--- src/rtl/tap_dec_accum.sv ---
// Saturating decimal accumulator: value <= value*10 + digit, sticky overflow until cleared.
module tap_dec_accum #(
    parameter int W = 16
) (
    input  logic         clk_i,
    input  logic         rst_i,
    input  logic         clr_i,
    input  logic         dig_vld_i,
    input  logic [3:0]   dig_i,
    output logic [W-1:0] val_o,
    output logic         has_dig_o,
    output logic         ovf_o
);
    logic [W-1:0] val_q;
    logic         has_q;
    logic         ovf_q;
    logic [W+3:0] next_w;

    // Four extra bits hold any value*10 + 9 without wrapping.
    assign next_w = ({4'b0, val_q} * (W+4)'(10)) + (W+4)'(dig_i);

    always_ff @(posedge clk_i or posedge rst_i) begin
        if (rst_i) begin
            val_q <= '0;
            has_q <= 1'b0;
            ovf_q <= 1'b0;
        end else if (clr_i) begin
            val_q <= '0;
            has_q <= 1'b0;
            ovf_q <= 1'b0;
        end else if (dig_vld_i) begin
            has_q <= 1'b1;
            if (|next_w[W+3:W]) begin
                val_q <= '1;
                ovf_q <= 1'b1;
            end else begin
                val_q <= next_w[W-1:0];
            end
        end
    end

    assign val_o     = val_q;
    assign has_dig_o = has_q;
    assign ovf_o     = ovf_q;
endmodule

--- config.mk ---
export PLATFORM = sky130hd
export DESIGN_NAME = tap_dec_accum
export DESIGN_NICKNAME = d
export VERILOG_FILES = /design/src/rtl/tap_dec_accum.sv
export SDC_FILE = /design/constraint.sdc
export NUM_CORES = 1
export LEC_CHECK = 0
export CAP_MARGIN = 20
export CORE_MARGIN = 2
export CORE_UTILIZATION = 27
export CTS_BUF_LIST = sky130_fd_sc_hd__clkbuf_4 sky130_fd_sc_hd__clkbuf_8
export DETAILED_ROUTE_END_ITERATION = 12
export PLACE_DENSITY = 0.52
export SLEW_MARGIN = 10
export SYNTH_ARGS = -nofsm -noshare
export SYNTH_HDL_FRONTEND = slang
export SYNTH_SLANG_ARGS = --single-unit
--- constraint.sdc ---
create_clock -name clk_i -period 11.2 [get_ports clk_i]
set_clock_uncertainty 0.2 [all_clocks]
set_input_delay 1.12 -clock clk_i [delete_from_list [all_inputs] [get_ports clk_i]]
set_output_delay 1.12 -clock clk_i [all_outputs]
set_load 0.05 [all_outputs]
Word level (Yosys, flattened, before mapping)
Index checks and enable logic that the tools add are counted.
{"block": "classes", "addsub": 1, "n_mul": 1, "mux": 8, "reduce_logical": 4}
{"operator": "$mux 16", "n": 3}
{"operator": "$add 20x4->20", "n": 1}
{"operator": "$mul 16x3->19 const B", "n": 1}
{"operator": "$mux 1", "n": 5}
{"operator": "$reduce_bool 2->1", "n": 2}
{"operator": "$reduce_or 4->1", "n": 1}
{"operator": "$reduce_and 2->1", "n": 1}
{"block": "word_totals", "reg_bits": 18, "in_bits": 8}

Depth between registers and ports, before layout
Gate-level depths: netlist of the first run.
{"block": "depth", "word_depth": 6, "mapped_depth": 13, "depth_no_buf": 12}

Least setup slack after synthesis of the first run
OpenSTA, ideal clock, no wires.
{"block": "synth_path", "path_type": "input to register", "startpoint": "in dig_i[1]", "endpoint": "reg val_q[11] (netlist: val_o[11])", "setup_ns": 0.127, "arrival_ns": 3.711, "path_slack_ns": 7.162, "path_stages": 12, "path_buffers": 1, "cell_sequence": "ha_1 -> inv_1 -> fa_1 -> nor2b_1 -> o21ai_0 -> nor3b_1 -> and4_1 -> and4_1 -> o2111ai_4 -> a2111oi_4 -> buf_6 -> a211oi_2"}
{"block": "synth_via", "elab_chain_len": 5}
{"item": "start: declaration", "line_no": "9", "source": "input logic [3:0] dig_i,"}
{"item": "$add 20x4->20 (*)", "line_no": "20", "source": "assign next_w = ({4'b0, val_q} * (W+4)'(10)) + (W+4)'(dig_i);"}
{"item": "$reduce_or 4->1", "line_no": "33", "source": "if (|next_w[W+3:W]) begin"}
{"item": "$mux 16 (*)", "line_no": "33"}
{"item": "$mux 16 (*)", "line_no": "31", "source": "end else if (dig_vld_i) begin"}
{"item": "$mux 16 (*)", "line_no": "27", "source": "end else if (clr_i) begin"}
{"item": "end signal: assignment", "line_no": "37", "source": "val_q <= next_w[W-1:0];"}
{"item": "end: declaration", "line_no": "14", "source": "logic [W-1:0] val_q;"}
Mark *: on every way between the ends. The rest lies on a longest branch, timed or not. The select of a mux whose other input is x is not followed.
A chain may end at the register's enable or synchronous reset.

Worst setup path in the final report of the first run
{"block": "layout_path", "startpoint": "in dig_i[1]", "endpoint": "reg val_q[2] (netlist: val_o[2])"}
The elaborated chain is that of the path after synthesis.

==> results of run 1 <==
==> path summary, 6_finish.rpt <==
| kind | from | to | slack (ns) | cells past startpoint |
|---|---|---|---|---|
| hold reg to reg | has_dig_o$_DFFE_PP0P_ | has_dig_o$_DFFE_PP0P_ | 0.32 | 2 |
| min in group asynchronous | rst_i | has_dig_o$_DFFE_PP0P_ | 1.09 | 2 |
| setup / recovery | dig_i[1] | val_o[2]$_DFFE_PP0P_ | 6.47 | 13 |
| setup reg to reg | val_o[1]$_DFFE_PP0P_ | val_o[2]$_DFFE_PP0P_ | 6.87 | 13 |
| hold / removal | has_dig_o$_DFFE_PP0P_ | has_dig_o$_DFFE_PP0P_ | 0.32 | 2 |
| max in group asynchronous | rst_i | val_o[7]$_DFFE_PP0P_ | 9.25 | 2 |
==> power breakdown <==
group | internal (W) | switching [W]
Clock | 0.0000239 | 0.0000208
Sequential | 0.0000810 | 0.0000233
Combinational | 0.000198 | 0.000303
==> synth_stat cells (3+ instances only) <==
cell      instances
and4_1            3
o211ai_1          4
nand3_1           3
a211oi_1          9
nor3b_1           3
nand4_1           3
ha_1             31
buf_6             5
a211oi_2         13
dfrtp_1          18
or3_1             3
xor2_1            6
o21ai_0           5
xnor2_1          12
a21o_1            5
nand2_1           7
a21oi_1          10
nor2b_1           3
nor3_1            5
inv_1            11
nor2_1           26
==> layout make-up <==
type                            count  area (µm²)  share of cell area
Inverter                           11        41.3              0.0162
Timing Repair Buffer               26         262               0.102
Tap cell                          102         128              0.0500
Multi-Input combinational cell    194        1630               0.639
Clock buffer                        3        41.3              0.0162
Sequential cell                    18         450               0.176
==> per-stage QoR <==
stage / util / hold slack, ns / cell area, µm² / instances / worst slack [ns]
2_1_floorplan: - / 0.570 / 2200 / 230 / 7.16
4_1_cts: 0.327 / 0.333 / 2550 / 354 / 6.47
3_3_place_gp: 0.321 / 0.307 / 2500 / 350 / 5.98
6_report: 0.327 / 0.320 / 2550 / 354 / 6.47
3_5_place_dp: 0.322 / 0.316 / 2510 / 351 / 6.23
5_1_grt: 0.327 / 0.371 / 2550 / 354 / 6.14
==> metal layers <==
metal,routed length (µm),share of wire
met5,0,0
met1,2550,0.48
met2,2510,0.48
met3,169,0.032
met4,40,0.0076
==> registers in the layout (all words and copies together), names as in the netlist <==
| register | flops |
|---|---|
| ovf_o | 1 |
| has_dig_o | 1 |
| val_o | 16 |
==> worst max-delay path: cells and delay by family <==
family / cells / cell delay (ns)
buffers and inverters: 3 / 0.77
and+or+nand+nor: 4 / 1.12
adders and majority gates: 2 / 0.58
AOI/OAI and AO/OA: 4 / 1.01
==> cells by family after synthesis <==
kind of cell | after synthesis | synth area share
AO/OA/AOI/OAI | 68 | 0.277
XOR/XNOR | 20 | 0.0866
adder cells (fa/ha/maj) | 33 | 0.195
buffers and inverters | 18 | 0.0513
flip-flops | 18 | 0.205
multiplexers | 2 | 0.00912
AND/OR/NAND/NOR | 71 | 0.176
==> reports/metrics.yaml, run 1 <==
status: "completed"
syn_to_final_growth_pct: 16.4
slew_headroom: 0.379
worst_pin_slew_ns: 0.928
synth_ff_type: "dfrtp_1"
grt_pass1_vias: 1908
start_util: 0.281
p_total_w: 0.000651
cp.required_ns: 11.09
wl_per_cell_um: 14.9
syn_area_um2: 2200
p_leak_nw: 1.07
nets: 295
dp_hpwl_um: 4190
p_per_area_nw_per_um2: 255
grt_use_total: 0.130
yosysUniqueCellTypes: 57
critPathLaunchType: "input port"
drcViolationCount: 0
report.final.slew_viol_count: 0
fin_crit_ns: 4.73
diodes: 0
drtPass1Iterations: 4
die-area_um2: 8870
yosys.area.top_type_share: 0.205
drt_iter0_drc: 61
postCtsSetupBuffers: 0
arrival_ns: 4.62
critPathKind: "input port to flip-flop"
portBuffers: 25
grtUsageMet3: 0.0104
num_rows: 32
avgSynthCellArea_um2: 9.55
setup_viol: 0
synth-edff-count: 0
cts_made_buffers: 3
finalCritPeriodShare: 0.422
min_path_type: "flip-flop to flip-flop"
ys_ff_latch: 18
end_kind: "flip-flop"
crit_chain: "clkdlybuf4s50_1 > ha_1 > inv_1 > fa_1 > nor2b_1 > o21ai_0 > nor3b_1 > and4_1 > and4_1 > o2111ai_4 > a2111oi_4 > buf_6 > a211oi_1"
antenna_found_initial: 0
worst_path_max_delay_cell: "a2111oi_4"
viasPerCell: 5.14
setup_tns_ns: 0
io_pins: 26
layout_common_cells: "ha_1 (31), nor2_1 (26), clkdlybuf4s50_1 (25)"
routed-via-count: 1821
gp_congestion: 0.802
yosys_warnings: 0
cts.path.max_buffers: 2
die_w_um: 94.2
drv_cap: 0
clk_latency_ns: 0.25
syn_nets: 271
clockRootBuffer: "clkbuf_8"
synth_top_area_cell: "dfrtp_1"
grt_max_degree: 19
synth.area.top_cells: "dfrtp_1 (21%), ha_1 (18%), a211oi_2 (7.4%)"
nFillCells: 826
top_usage_layer: "met2"
core_area_um2: 7810
met1_usage: 0.182
die_h_um: 94.2
cts_resized: 0
syn-instance-count: 230
max_freq_mhz: 212
synth-seq-area-share: 0.205
ctsHoldBuffers: 0
layout_commonest_cell: "ha_1"
cts.sinks: 18
grt_pass1_wl_um: 9330
critPathMostFrequentCell: "and4_1"
grt.met2_usage: 0.215
hold_viol: 0
drive_gt1_frac: 0.119
finalWirelength_um: 5270
htreeDepth: 1
grt_overflow: 0
ys_async_sr_fraction: 1.00
clk_pin_slew_ns: 0.07
ant_nets: 0
cp_slowest_stage_delay_ns: 0.68
cts_tree: "done"
rsz0062_at_grt: "no"
peakVddDrop_mv: 0.100
worstPathMaxFanout: 9
Power figures use the tool's default switching activity.
==> run 2: changes to the inputs <==
--- a/config.mk
+++ b/config.mk
@@ -10,7 +10,7 @@
 export CORE_UTILIZATION = 27
 export CTS_BUF_LIST = sky130_fd_sc_hd__clkbuf_4 sky130_fd_sc_hd__clkbuf_8
 export DETAILED_ROUTE_END_ITERATION = 12
-export PLACE_DENSITY = 0.52
+export PLACE_DENSITY = 0.54
 export SLEW_MARGIN = 10
 export SYNTH_ARGS = -nofsm -noshare
 export SYNTH_HDL_FRONTEND = slang
==> constraint.sdc (replaced) <==
create_clock -name clk_i -period 4 [get_ports clk_i]
set_clock_uncertainty 0.2 [all_clocks]
set_input_delay 0.4 -clock clk_i [delete_from_list [all_inputs] [get_ports clk_i]]
set_output_delay 0.4 -clock clk_i [all_outputs]
set_load 0.05 [all_outputs]
==> reports/metrics.yaml, run 2 (synthesized netlist as in run 1, its figures left out) <==
num_rows: 32
die_w_um: 94.2
p_leak_nw: 1.17
reg2regPathDepth: 13
drv_cap: 0
antenna_found_initial: 0
syn_to_final_growth_pct: 26.8
grt_pass1_wl_um: 9070
drcViolationCount: 0
worstReg2RegEnd: "val_o[6]$_DFFE_PP0P_"
grt_overflow: 0
critPathLaunch: "val_o[3]$_DFFE_PP0P_"
hold_viol: 0
critPathKind: "flip-flop to flip-flop"
htreeDepth: 1
cts_tree: "done"
gp_congestion: 0.831
slew_headroom: 0.387
top_layer_used: "met4"
core_area_um2: 7810
drive_gt1_frac: 0.215
wl_per_cell_um: 15.0
min_path_type: "flip-flop to flip-flop"
viasPerCell: 5.13
r2r-start: "val_o[3]$_DFFE_PP0P_"
diodes: 0
cts.path.max_buffers: 2
grt_use_total: 0.125
r2r_setup_slack_ns: 0.18
portBuffers: 25
end_kind: "flip-flop"
setup_viol: 0
critPathLaunchType: "flip-flop"
die-area_um2: 8870
dp_cells: 360
crit_end: "val_o[6]$_DFFE_PP0P_"
die_h_um: 94.2
status: "completed"
cts_made_buffers: 3
routed-via-count: 1882
wl_met1_um: 2790
report.final.slew_viol_count: 0
ant_nets: 0
cp.required_ns: 3.90
grt_max_degree: 19
arrival_ns: 3.73
rsz0062_at_grt: "no"
routed-wl-met2_um: 2570
finalCritPeriodShare: 0.956
nets: 307
dr_wl_met3_um: 117
clk_latency_ns: 0.26
clockRootBuffer: "clkbuf_8"
grt_pass1_vias: 1841
max_freq_mhz: 261
peakVddDrop_mv: 0.307
worstPathMaxFanout: 7
fin_crit_ns: 3.82
p_per_area_nw_per_um2: 747
start_util: 0.281
drtPass1Iterations: 4
worst_pin_slew_ns: 0.916
finalWirelength_um: 5520
cts.sinks: 18
largest_reg_flops: 16
clk_pin_slew_ns: 0.08
stdcell_count: 367
dp_hpwl_um: 4110
layout_common_cells: "ha_1 (29), nor2_1 (26), clkdlybuf4s50_1 (25)"
hold_depth: 2
setup_tns_ns: 0
layout_commonest_cell: "ha_1"
drt_iter0_drc: 81
io_pins: 26
run 2: power by group:
group	total, W	internal (W)	switching [W]
sequential	0.000285	0.000227	0.0000584
clock	0.000156	0.0000876	0.0000682
combinational	0.00164	0.000707	0.000933
run 2: layout make-up:
cell class              instances  area, µm²
clock buffers                   4       55.1
fillers                       794       5020
inverters                      11       41.3
multi-input cells             194       1730
flip-flops and latches         18        452
well taps                     102        128
repair buffers                 38        378
run 2: worst min path at each step:
stage	start	end	slack [ns]
after global placement	has_dig_o$_DFFE_PP0P_	has_dig_o$_DFFE_PP0P_	0.28
after floorplan	rst_i	has_dig_o$_DFFE_PP0P_	0.14
after detailed placement	has_dig_o$_DFFE_PP0P_	has_dig_o$_DFFE_PP0P_	0.29
after CTS	has_dig_o$_DFFE_PP0P_	has_dig_o$_DFFE_PP0P_	0.31
after global routing	has_dig_o$_DFFE_PP0P_	has_dig_o$_DFFE_PP0P_	0.39
final	has_dig_o$_DFFE_PP0P_	has_dig_o$_DFFE_PP0P_	0.31
run 2: repair_timing:
item                                    4_1_cts  5_1_grt
buffers inserted                              0        2
gates resized for setup                       0       20
endpoints found under the setup margin        0       16
hold buffers                                  0        0
run 2: worst max-delay path, stage by stage, from the launching register on:
cell	delay, ns
dfrtp_1	0.40
buf_4	0.15
ha_1	0.29
ha_1	0.39
o211ai_1	0.17
o211a_1	0.27
o211ai_1	0.39
nor2_2	0.12
and4_4	0.21
a211o_2	0.32
a2111oi_4	0.33
buf_4	0.19
clkbuf_16	0.16
a211oi_2	0.06
run 2: per-layer routing:
layer  track usage  vias to the layer above
met3       0.00722                        4
met4        0.0242                        0
met5             0                        -
met1         0.184                      909
met2         0.202                       30
li1              -                      939
run 2: metrics by stage:
| stage | instance area, µm² | utilization | hold WS (ns) | power (W) | setup slack, ns |
|---|---|---|---|---|---|
| 2_1_floorplan | 2200 | - | 0.139 | 0.00139 | 0.0676 |
| 3_3_place_gp | 2590 | 0.332 | 0.284 | 0.00178 | 0.0860 |
| 3_5_place_dp | 2590 | 0.332 | 0.288 | 0.00178 | 0.0103 |
| 4_1_cts | 2650 | 0.339 | 0.315 | 0.00195 | 0.0383 |
| 5_1_grt | 2790 | 0.357 | 0.386 | 0.00225 | 0.00454 |
| 6_report | 2790 | 0.357 | 0.313 | 0.00208 | 0.175 |
==> run 3: changes to the inputs <==
--- a/config.mk
+++ b/config.mk
@@ -7,10 +7,10 @@
 export LEC_CHECK = 0
 export CAP_MARGIN = 20
 export CORE_MARGIN = 2
-export CORE_UTILIZATION = 27
+export CORE_UTILIZATION = 45
 export CTS_BUF_LIST = sky130_fd_sc_hd__clkbuf_4 sky130_fd_sc_hd__clkbuf_8
 export DETAILED_ROUTE_END_ITERATION = 12
-export PLACE_DENSITY = 0.54
+export PLACE_DENSITY = 0.77
 export SLEW_MARGIN = 10
 export SYNTH_ARGS = -nofsm -noshare
 export SYNTH_HDL_FRONTEND = slang
==> reports/metrics.yaml, run 3 (synthesized netlist as in run 1, its figures left out) <==
cp.required_ns: 3.90
worst_slack_ns: 0.138
antenna_found_initial: 0
cts.sinks: 18
critPathKind: "flip-flop to flip-flop"
dp_cells: 321
min_path_type: "flip-flop to flip-flop"
gp_congestion: 0.852
p_total_w: 0.00208
peakVddDrop_mv: 0.452
status: "completed"
diodes: 0
grt_pass1_vias: 1769
largest_reg_flops: 16
grt_use_total: 0.189
portBuffers: 25
finalWirelength_um: 5260
worst_pin_slew_ns: 0.897
stdcell_count: 331
p_leak_nw: 1.18
core_area_um2: 4720
worstPathMaxFanout: 6
fin_crit_ns: 3.86
dp_hpwl_um: 3830
layout_common_cells: "ha_1 (31), nor2_1 (26), clkdlybuf4s50_1 (25)"
hold_viol: 0
num_rows: 25
grt_overflow: 0
nFillCells: 397
drive_gt1_frac: 0.216
clockRootBuffer: "clkbuf_8"
drtPass1Iterations: 4
cts_tree: "done"
clk_latency_ns: 0.25
report.final.slew_viol_count: 0
r2r_setup_slack_ns: 0.14
nets: 306
viasPerCell: 5.80
max_freq_mhz: 259
grt_max_degree: 19
drv_cap: 0
io_pins: 26
finalCritPeriodShare: 0.965
die-area_um2: 5450
cts_made_buffers: 3
die_w_um: 73.9
critPathLaunchType: "flip-flop"
drt_iter0_drc: 132
slew_headroom: 0.400
wl_per_cell_um: 15.9
cts.path.max_buffers: 2
layout_commonest_cell: "ha_1"
drcViolationCount: 0
start_util: 0.465
end_kind: "flip-flop"
p_per_area_nw_per_um2: 756
htreeDepth: 1
clk_pin_slew_ns: 0.07
grt_pass1_wl_um: 8200
arrival_ns: 3.76
ctsHoldBuffers: 0
place_ws_ns: 0.0451
routed-via-count: 1920
setup_viol: 0
postLayoutCoreUtil: 0.583
die_h_um: 73.9
setup_tns_ns: 0
syn_to_final_growth_pct: 25.5
ant_nets: 0
run 3: changes by cell type in the layout (fill, tap and decap cells not counted), moves of 2 or more:
cell	previous run	this run
xor2_1	6	3
xor2_2	1	4
a21oi_1	10	8
a21oi_2	0	2
ha_1	29	31
ha_2	2	0
run 3: repair_timing:
item / in CTS / in global routing
setup endpoints to repair: 0 / 16
hold endpoints to repair: 0 / 0
gates resized for setup: 0 / 22
buffers inserted: 0 / 5
run 3: path summary, 6_finish.rpt:
check,startpoint,to,depth (start not counted)
max,val_o[1]$_DFFE_PP0P_,val_o[6]$_DFFE_PP0P_,14
min,has_dig_o$_DFFE_PP0P_,has_dig_o$_DFFE_PP0P_,2
max reg2reg,val_o[1]$_DFFE_PP0P_,val_o[6]$_DFFE_PP0P_,14
min reg2reg,has_dig_o$_DFFE_PP0P_,has_dig_o$_DFFE_PP0P_,2
max in group asynchronous,rst_i,val_o[4]$_DFFE_PP0P_,2
min in group asynchronous,rst_i,ovf_o$_DFFE_PP0P_,2
run 3: final cells by class:
class	count	area, µm²	area share
timing repair buffer	37	370	0.134
clock buffer	4	55.1	0.0200
tap	67	83.8	0.0304
inverter	11	41.3	0.0150
sequential	18	450	0.163
multi-input combinational	194	1750	0.637
run 3: critical path, stage by stage, from the launching register on:
cell,delay [ns]
dfrtp_1,0.41
ha_1,0.29
ha_1,0.18
inv_1,0.06
fa_1,0.40
nand2b_4,0.18
a21o_4,0.24
a311oi_4,0.34
nor2_2,0.10
and4_4,0.21
a211o_2,0.33
a2111oi_4,0.34
buf_4,0.20
clkbuf_16,0.15
a211oi_2,0.06
run 3: stage by stage:
step | hold WS (ns) | instance area [µm²]
floorplan | 0.139 | 2200
global placement | 0.277 | 2520
detailed placement | 0.298 | 2520
CTS | 0.316 | 2570
global route | 0.338 | 2760
finish | 0.305 | 2760
run 3: metal layers:
layer / vias to the layer above / wire, µm / global-route usage / part of all wire
met5: - / 0 / 0 / 0
met4: 0 / 39 / 0.0384 / 0.0074
met3: 6 / 134 / 0.0165 / 0.025
li1: 938 / - / - / -
met1: 946 / 2480 / 0.267 / 0.47
met2: 30 / 2610 / 0.313 / 0.50
run 3: where the power goes:
part	total, W	internal, W	switching, W	leakage (nW)
Combinational	0.00165	0.000701	0.000948	0.920
Sequential	0.000286	0.000227	0.0000587	0.228
Clock	0.000149	0.0000875	0.0000617	0.0288
Total	0.00208	0.00101	0.00107	1.18
